[config.mk]
export PLATFORM = sky130hd
export DESIGN_NAME = rd_stage
export DESIGN_NICKNAME = d
export VERILOG_FILES = /design/src/rtl/rd_stage.sv
export SDC_FILE = /design/constraint.sdc
export NUM_CORES = 1
export LEC_CHECK = 0
export ABC_AREA = 1
export CORE_ASPECT_RATIO = 0.6
export CORE_UTILIZATION = 30
export CTS_CLUSTER_DIAMETER = 60
export DETAILED_ROUTE_END_ITERATION = 10
export PLACE_DENSITY = 0.63
export SLEW_MARGIN = 10
export SYNTH_ARGS = -nofsm -noshare
export SYNTH_HDL_FRONTEND = slang
export SYNTH_SLANG_ARGS = --single-unit
export TNS_END_PERCENT = 100
[constraint.sdc]
create_clock -name clk -period 4.64 [get_ports clk]
set_input_delay 0.928 -clock clk [delete_from_list [all_inputs] [get_ports clk]]
set_output_delay 0.928 -clock clk [all_outputs]
set_load 0.005 [all_outputs]
[src/rtl/rd_stage.sv]
// -----------------------------------------------------------------------------
// rd_stage
//
// Register-read pipeline stage. Takes a decoded instruction from ID, reads its
// source operands from the register file (combinational read), and resolves a
// same-cycle writeback to the same register by forwarding the writeback data.
// The result is held in the RD/EX pipeline register that feeds EX and the
// bypass unit. While the held instruction waits for EX, bypass hits for its
// rs1/rs2 are merged into the held operand values every cycle. This means a
// value that retires through WB during a stall is never lost.
//
// Ports
//   clk, rst            clock, asynchronous active-high reset
//   en                  stage enable; 0 freezes all state and blocks handshakes
//   flush               kills the ID offer and the RD/EX contents
//   id_*                instruction offered by ID (valid/ready handshake)
//   rf_raddr*/rf_rdata* register-file read port pair (combinational)
//   wb_*                writeback port, used for write-through on capture
//   byp_*               bypass results for the instruction held in RD/EX
//   ex_*                RD/EX pipeline register contents (valid/ready to EX)
// -----------------------------------------------------------------------------
module rd_stage #(
   parameter  int XLEN      = 32,
   parameter  int NREG      = 32,
   parameter  int PAYLOAD_W = 64,
   localparam int RW        = $clog2(NREG)
) (
   input  logic                 clk,
   input  logic                 rst,
   input  logic                 en,
   input  logic                 flush,

   // ID side
   input  logic                 id_valid,
   output logic                 id_ready,
   input  logic [RW-1:0]        id_rs1,
   input  logic [RW-1:0]        id_rs2,
   input  logic [RW-1:0]        id_rd,
   input  logic                 id_has_rs1,
   input  logic                 id_has_rs2,
   input  logic                 id_has_rd,
   input  logic [PAYLOAD_W-1:0] id_payload,

   // Register-file read port
   output logic [RW-1:0]        rf_raddr1,
   output logic [RW-1:0]        rf_raddr2,
   input  logic [XLEN-1:0]      rf_rdata1,
   input  logic [XLEN-1:0]      rf_rdata2,

   // Writeback
   input  logic                 wb_we,
   input  logic [RW-1:0]        wb_rd,
   input  logic [XLEN-1:0]      wb_data,

   // Bypass results for the held instruction
   input  logic                 byp_rs1_valid,
   input  logic                 byp_rs2_valid,
   input  logic [XLEN-1:0]      byp_rs1_value,
   input  logic [XLEN-1:0]      byp_rs2_value,

   // RD/EX pipeline register
   output logic                 ex_valid,
   input  logic                 ex_ready,
   output logic [RW-1:0]        ex_rs1,
   output logic [RW-1:0]        ex_rs2,
   output logic [RW-1:0]        ex_rd,
   output logic                 ex_has_rs1,
   output logic                 ex_has_rs2,
   output logic                 ex_has_rd,
   output logic [XLEN-1:0]      ex_rs1_val,
   output logic [XLEN-1:0]      ex_rs2_val,
   output logic [PAYLOAD_W-1:0] ex_payload
);

   typedef enum logic {
      EMPTY = 1'b0,
      FULL  = 1'b1
   } state_t;

   state_t state;

   logic id_fire;
   logic ex_fire;

   logic [XLEN-1:0] cap_rs1_val;
   logic [XLEN-1:0] cap_rs2_val;
   logic [XLEN-1:0] hold_rs1_val;
   logic [XLEN-1:0] hold_rs2_val;

   // --------------------------------------------------------------------------
   // Handshakes
   // --------------------------------------------------------------------------
   // Ready depends on ex_ready so a consumed entry can be replaced in the same
   // cycle (full throughput). Ready is forced low while reset is asserted.
   assign id_ready = en & ~rst & (~ex_valid | ex_ready);
   assign id_fire  = en & id_valid & id_ready & ~flush;
   assign ex_fire  = en & ex_valid & ex_ready;

   // The register-file read is combinational, addressed straight from ID.
   assign rf_raddr1 = id_rs1;
   assign rf_raddr2 = id_rs2;

   // --------------------------------------------------------------------------
   // Operand capture
   // --------------------------------------------------------------------------
   // x0 and unused operands read as zero. A writeback to the same register in
   // the capture cycle has not reached the register file yet, so its data is
   // taken directly and wins over the register-file value.
   function automatic logic [XLEN-1:0] select_operand(
      input logic            has,
      input logic [RW-1:0]   idx,
      input logic [XLEN-1:0] rf_data,
      input logic            we,
      input logic [RW-1:0]   w_idx,
      input logic [XLEN-1:0] w_data
   );
      logic [XLEN-1:0] result;
      if (!has || idx == '0) begin
         result = '0;
      end else if (we && w_idx == idx && w_idx != '0) begin
         result = w_data;
      end else begin
         result = rf_data;
      end
      return result;
   endfunction

   assign cap_rs1_val = select_operand(id_has_rs1, id_rs1, rf_rdata1,
                                       wb_we, wb_rd, wb_data);
   assign cap_rs2_val = select_operand(id_has_rs2, id_rs2, rf_rdata2,
                                       wb_we, wb_rd, wb_data);

   // --------------------------------------------------------------------------
   // Operand refresh while holding
   // --------------------------------------------------------------------------
   // Each operand is refreshed independently from its bypass lane. x0 and
   // unused operands are never overwritten.
   always_comb begin
      // NOTE: every signal written here gets a default first, so no path leaves
      // it unassigned and no latch is inferred.
      hold_rs1_val = ex_rs1_val;
      hold_rs2_val = ex_rs2_val;
      if (byp_rs1_valid && ex_has_rs1 && ex_rs1 != '0) begin
         hold_rs1_val = byp_rs1_value;
      end
      if (byp_rs2_valid && ex_has_rs2 && ex_rs2 != '0) begin
         hold_rs2_val = byp_rs2_value;
      end
   end

   // --------------------------------------------------------------------------
   // RD/EX pipeline register and stage FSM
   // --------------------------------------------------------------------------
   always_ff @(posedge clk or posedge rst) begin
      if (rst) begin
         // NOTE: the whole RD/EX register, payload included, is reset. It is a
         // single pipeline slot rather than a memory array, so clearing it costs
         // nothing and keeps the outputs clean after reset.
         state      <= EMPTY;
         ex_valid   <= 1'b0;
         ex_rs1     <= '0;
         ex_rs2     <= '0;
         ex_rd      <= '0;
         ex_has_rs1 <= 1'b0;
         ex_has_rs2 <= 1'b0;
         ex_has_rd  <= 1'b0;
         ex_rs1_val <= '0;
         ex_rs2_val <= '0;
         ex_payload <= '0;
      end else if (en) begin
         // NOTE: sequential state uses non-blocking assignments so every
         // register samples pre-edge values regardless of statement order.
         if (flush) begin
            // The entry is dropped even if EX consumes it in this cycle.
            state    <= EMPTY;
            ex_valid <= 1'b0;
         end else if (id_fire) begin
            // From EMPTY, or from FULL with a same-cycle replace.
            state      <= FULL;
            ex_valid   <= 1'b1;
            ex_rs1     <= id_rs1;
            ex_rs2     <= id_rs2;
            ex_rd      <= id_rd;
            ex_has_rs1 <= id_has_rs1;
            ex_has_rs2 <= id_has_rs2;
            ex_has_rd  <= id_has_rd;
            ex_rs1_val <= cap_rs1_val;
            ex_rs2_val <= cap_rs2_val;
            ex_payload <= id_payload;
         end else if (ex_fire) begin
            state    <= EMPTY;
            ex_valid <= 1'b0;
         end else if (state == FULL) begin
            // Held and waiting for EX: only the operand values change.
            ex_rs1_val <= hold_rs1_val;
            ex_rs2_val <= hold_rs2_val;
         end
      end
   end

endmodule

== Word-level counts from Yosys, hierarchy flattened ==
Index checks and enable logic that the tools add are counted.
W data, S select, Z words.

* Equality and inequality tests: 3
* Muxes and demuxes: 15
* Bitwise operators: 11
* Reduce and logical (&&, ||, !) cells: 25

{| class="wikitable"
|+ Operators by type and width
! kind !! count
|-
| $mux W32 || 12
|-
| $reduce_bool A5 Y1 || 3
|-
| $eq A5 B5 Y1 || 2
|-
| $logic_not A5 Y1 || 2
|-
| $reduce_and A5 Y1 || 2
|-
| $logic_and A1 B1 Y1 || 8
|-
| $and A1 B1 Y1 || 7
|-
| $reduce_bool A2 Y1 || 3
|-
| $mux W1 || 3
|-
| $not A1 Y1 || 3
|-
| $reduce_and A3 Y1 || 1
|-
| $reduce_bool A3 Y1 || 1
|-
| $logic_not A1 Y1 || 2
|-
| $logic_or A1 B1 Y1 || 2
|-
| $ne A2 B2 Y1 const B || 1
|-
| $reduce_and A2 Y1 || 1
|-
| $or A1 B1 Y1 || 1
|}

* Register bits after elaboration: 147
* Bits of input ports: 256
* Output and inout port bits: 158
* Word-level logic and storage cells: 64

== Longest topological paths before layout ==
* Depth in word-level cells: 7
* Mapped depth: 11
* Gate-level depth less buffers: 10

== Least setup slack after synthesis ==
OpenSTA, ideal clock, no wires.

* Kind: in2out
* From: in rst
* To: out id_ready
* Data arrival time: 3141 ps
* Data required time: 3712 ps
* Setup slack: 571 ps
* Stages: 3
* Cell sequence: inv_2 -> nand2_1 -> a21oi_4

* Word-level cells in the longest chain between the ends: 3

{| class="wikitable"
|+ Ends and longest elaborated chain
! item !! RTL line !! source
|-
| from (decl) || 29 || <nowiki>input logic rst,</nowiki>
|-
| $not A1 Y1 || 95 || <nowiki>assign id_ready = en & ~rst & (~ex_valid | ex_ready);</nowiki>
|-
| $and A1 B1 Y1 (2 in a row) || 95 ||
|-
| to (decl) || 35 || <nowiki>output logic id_ready,</nowiki>
|}

Every way passes these cells.

== Final worst setup path ==
Same ends and word-level chain as after synthesis.

==> results.md <==
Synth:
- The number of distinct library cells after synthesis is 22.
- The number of nets produced by synthesis is 1285.
- The post-synthesis instance area is 7530 µm².
- The top-area cell type share of the netlist area is 48.8%.
- A synthesized cell averages 7.32 µm².
- The yosys synthesis warning count is 0.
- Counting flops and latches in the post-synthesis netlist gives 147.
- The sequential cell area fraction in the yosys report is 48.8%.
- Sorting the synthesized cells by area gives the leading types as sky130_fd_sc_hd__dfrtp_1 (49%), sky130_fd_sc_hd__nand2_1 (17%), sky130_fd_sc_hd__nand3_1 (8.8%).
- The biggest area consumer among synthesized cells is sky130_fd_sc_hd__dfrtp_1.
- The synthesized instance count is 1029.

Layout:
- The final-stage net count is 1661.
- The ratio of cells with drive above 1 in the final layout is 4.37%.
- Leaving out filler cells and counting taps, the final layout contains 1742.
- The finished cells cover 12400 µm².
- Relative to the synthesized area, the layout overhead comes to 65.1%.
- The count of fill cells added during filler insertion is 2354.
- The core utilization of the finished layout is 51.0%.

STA:
- Setup violations remaining at the end of the flow were counted as 0.
- The clock tree skew after final layout is 0.00824 ns.
- The worst path needs 3.56 ns of the cycle, external delays included.
- The final worst-path cycle share is 76.8%.
- The final number of hold-violating endpoints is 0.
- The headroom to the max-slew limit is 38.2%.
- Setup repair after global routing left no endpoint under its margin.
- The fmax is 281 MHz.
- The number of pins exceeding their max-slew limit in the final report is 0.
- The aggregate negative setup slack is 0 ns.
- For the pin with the worst max-slew slack, the measured transition is 0.925 ns.

Global routing:
- The number of antenna violations at the first check in global routing is 2.
- After global routing the overflow that remains totals 0.
- The first-pass GRT wire length is 46400 µm.
- The aggregate global-route resource usage is 23.7%.
- The maximum number of pins on one net before global-route repair is 73.
- The via count of the first global-routing pass is 8068.

Setup path:
- The category of the critical setup timing path is input port to output port.
- At the worst endpoint, the required time is 3.71 ns.
- Along the worst path, the maximum fanout reaches 39.
- The element type at the critical path end is an output port.
- The sort of element at the start of the critical path is an input port.
- The worst register-to-register path has a setup slack of 2.30 ns.
- The data arrival time of the worst path is 2.64 ns.

Clock tree:
- Buffers inserted during clock tree synthesis total 17.
- TritonCTS built the clock tree.
- The post-CTS setup repair buffer count is 0.
- The H-tree was split into 4 levels.
- Once the clock tree was built, the resizer swapped 0 gates to a different size.
- The number of buffers between clock root and the deepest sink is 2.
- Clock tree synthesis found a total of 147 sinks.
- Clock tree synthesis selected as its root buffer the cell sky130_fd_sc_hd__clkbuf_16.
- The later pin in the worst-skew pair is clocked with a latency of 0.43 ns.
- The clock transition at the register clock pins on the worst setup and hold paths after CTS is 0.06 ns.
- The number of hold buffers added after CTS was 0.

Floorplan:
- The number of rows created at floorplan is 44.
- The floorplan die width is 207 µm.
- The die is 125 µm tall.
- The core region is 24400 µm².
- The top-level port count is 414.
- Once the floorplan was initialized, standard cells occupied 30.9% of the core.
- The die area is 25800 µm².

Run status:
- The flow ran to the end, but the final reports show violations.
- The final reports fail on design-rule violations.

Detailed routing:
- The first routing iteration left 396 violations.
- In the routed layout, each cell is associated on average with a via count of 4.66.
- The total wire length after detailed routing is 30900 µm.
- Before antenna repair, the detailed router went through 8 iterations.
- The average wire length per cell after detail routing is 17.8 µm.
- In the routed design, unresolved DRC markers number 24.
- The final antenna-violating net count is 0.
- The routed layout has 8126 vias.

Placement:
- The cell area after placement is 11800 µm².
- The total placed cells including tap cells is 1708.
- The routability-driven placement congestion ratio is 0.846.
- The number of input and output port buffers inserted is 413.
- The placed wire-length estimate after detailed placement is 22000 µm.

Power:
- The static leakage power is 0.00583 µW.
- The worst voltage drop across the vdd grid is 0.211 mV.
- The power density over cell area is 357 nW/µm².

Job:
- The max capacitance violation total is 0.

Hold path:
- The worst hold path belongs to the class flip-flop to flip-flop.
[layer usage]
layer	GRT usage, %	share of wire [%]	wire [µm]
met4	5.93	1.4	422
met5	0	0	0
met2	37.3	45	13900
met3	7.06	8.4	2580
met1	31.6	45	14000
[cells by family after synthesis]
kind of cell,after synthesis,share of synthesized area [%]
AOI/OAI and AO/OA,144,9.72
buffers and inverters,189,11.0
DFF,147,48.8
and+or+nand+nor,549,30.5
[flip-flops by register name, indices dropped and copies added (netlist names)]
register and cells:
ex_payload 64, ex_rd 5, ex_valid 1, ex_has_rs2 1, ex_has_rd 1, ex_rs1 5, ex_has_rs1 1, ex_rs2 5
ex_rs1_val 32, ex_rs2_val 32
[critical path, stage by stage]
cell and delay (ns):
sky130_fd_sc_hd__clkdlybuf4s50_1 0.47, sky130_fd_sc_hd__inv_6 0.33, sky130_fd_sc_hd__nand2_1 0.16, sky130_fd_sc_hd__a21oi_4 0.19, sky130_fd_sc_hd__clkdlybuf4s50_1 0.55
[synthesized netlist by cell type, drive strengths merged]
library cell    n
clkinv          1
nor2           75
nand3         136
clkbuf         18
dfrtp         147
inv           118
o21ai          77
nand2         336
nor3            2
a21oi          67
buf            52
[metrics by stage]
step	setup WS, ns	hold WS (ns)	total power [µW]
2_1_floorplan	0.571	0.472	2080
3_3_place_gp	1.03	0.462	2970
3_5_place_dp	1.02	0.465	2990
4_1_cts	1.03	0.483	4480
5_1_grt	0.970	0.503	4670
6_report	1.08	0.478	4440
[power breakdown]
part	total [µW]	internal (µW)	leakage [µW]	switching [µW]
combinational	1260	779	0.00372	481
clock	1480	873	0.000300	606
sequential	1700	1540	0.00180	158
[cell usage in the layout, fill, tap and decap left out, types with 2 or more instances in the layout]
| cell | instances |
|---|---|
| sky130_fd_sc_hd__o21ai_0 | 76 |
| sky130_fd_sc_hd__nand3_1 | 133 |
| sky130_fd_sc_hd__inv_6 | 4 |
| sky130_fd_sc_hd__inv_2 | 3 |
| sky130_fd_sc_hd__nand3_2 | 2 |
| sky130_fd_sc_hd__diode_2 | 2 |
| sky130_fd_sc_hd__nor3_1 | 2 |
| sky130_fd_sc_hd__clkbuf_16 | 17 |
| sky130_fd_sc_hd__bufinv_16 | 3 |
| sky130_fd_sc_hd__a21oi_1 | 66 |
| sky130_fd_sc_hd__nand2_1 | 335 |
| sky130_fd_sc_hd__clkdlybuf4s50_1 | 413 |
| sky130_fd_sc_hd__inv_1 | 114 |
| sky130_fd_sc_hd__nor2_1 | 68 |
| sky130_fd_sc_hd__clkinv_2 | 2 |
| sky130_fd_sc_hd__nor2_4 | 6 |
| sky130_fd_sc_hd__buf_4 | 14 |
| sky130_fd_sc_hd__clkinv_4 | 4 |
| sky130_fd_sc_hd__dfrtp_1 | 147 |
[final cells by class]
cell class / instances / area, µm² / share of cell area [%]
repair buffers: 427 / 4240 / 34.1
inverters: 119 / 453 / 3.64
clock inverters: 13 / 175 / 1.41
clock buffers: 19 / 443 / 3.56
flip-flops and latches: 147 / 3680 / 29.6
multi-input cells: 693 / 3040 / 24.4
diodes: 2 / 5.00 / 0.0402
well taps: 322 / 403 / 3.24
[path summary, 6_finish.rpt]
check | start | end | cells past startpoint
worst max-delay path | rst | id_ready | 5
worst min-delay path | ex_payload[46] | ex_payload[46] | 2
worst max register to register | ex_valid | ex_rs2_val[8] | 8
worst min register to register | ex_payload[46] | ex_payload[46] | 2
max in group asynchronous | rst | ex_rs1_val[5] | 3
min in group asynchronous | rst | ex_payload[1] | 2
Power figures use the tool's default switching activity.
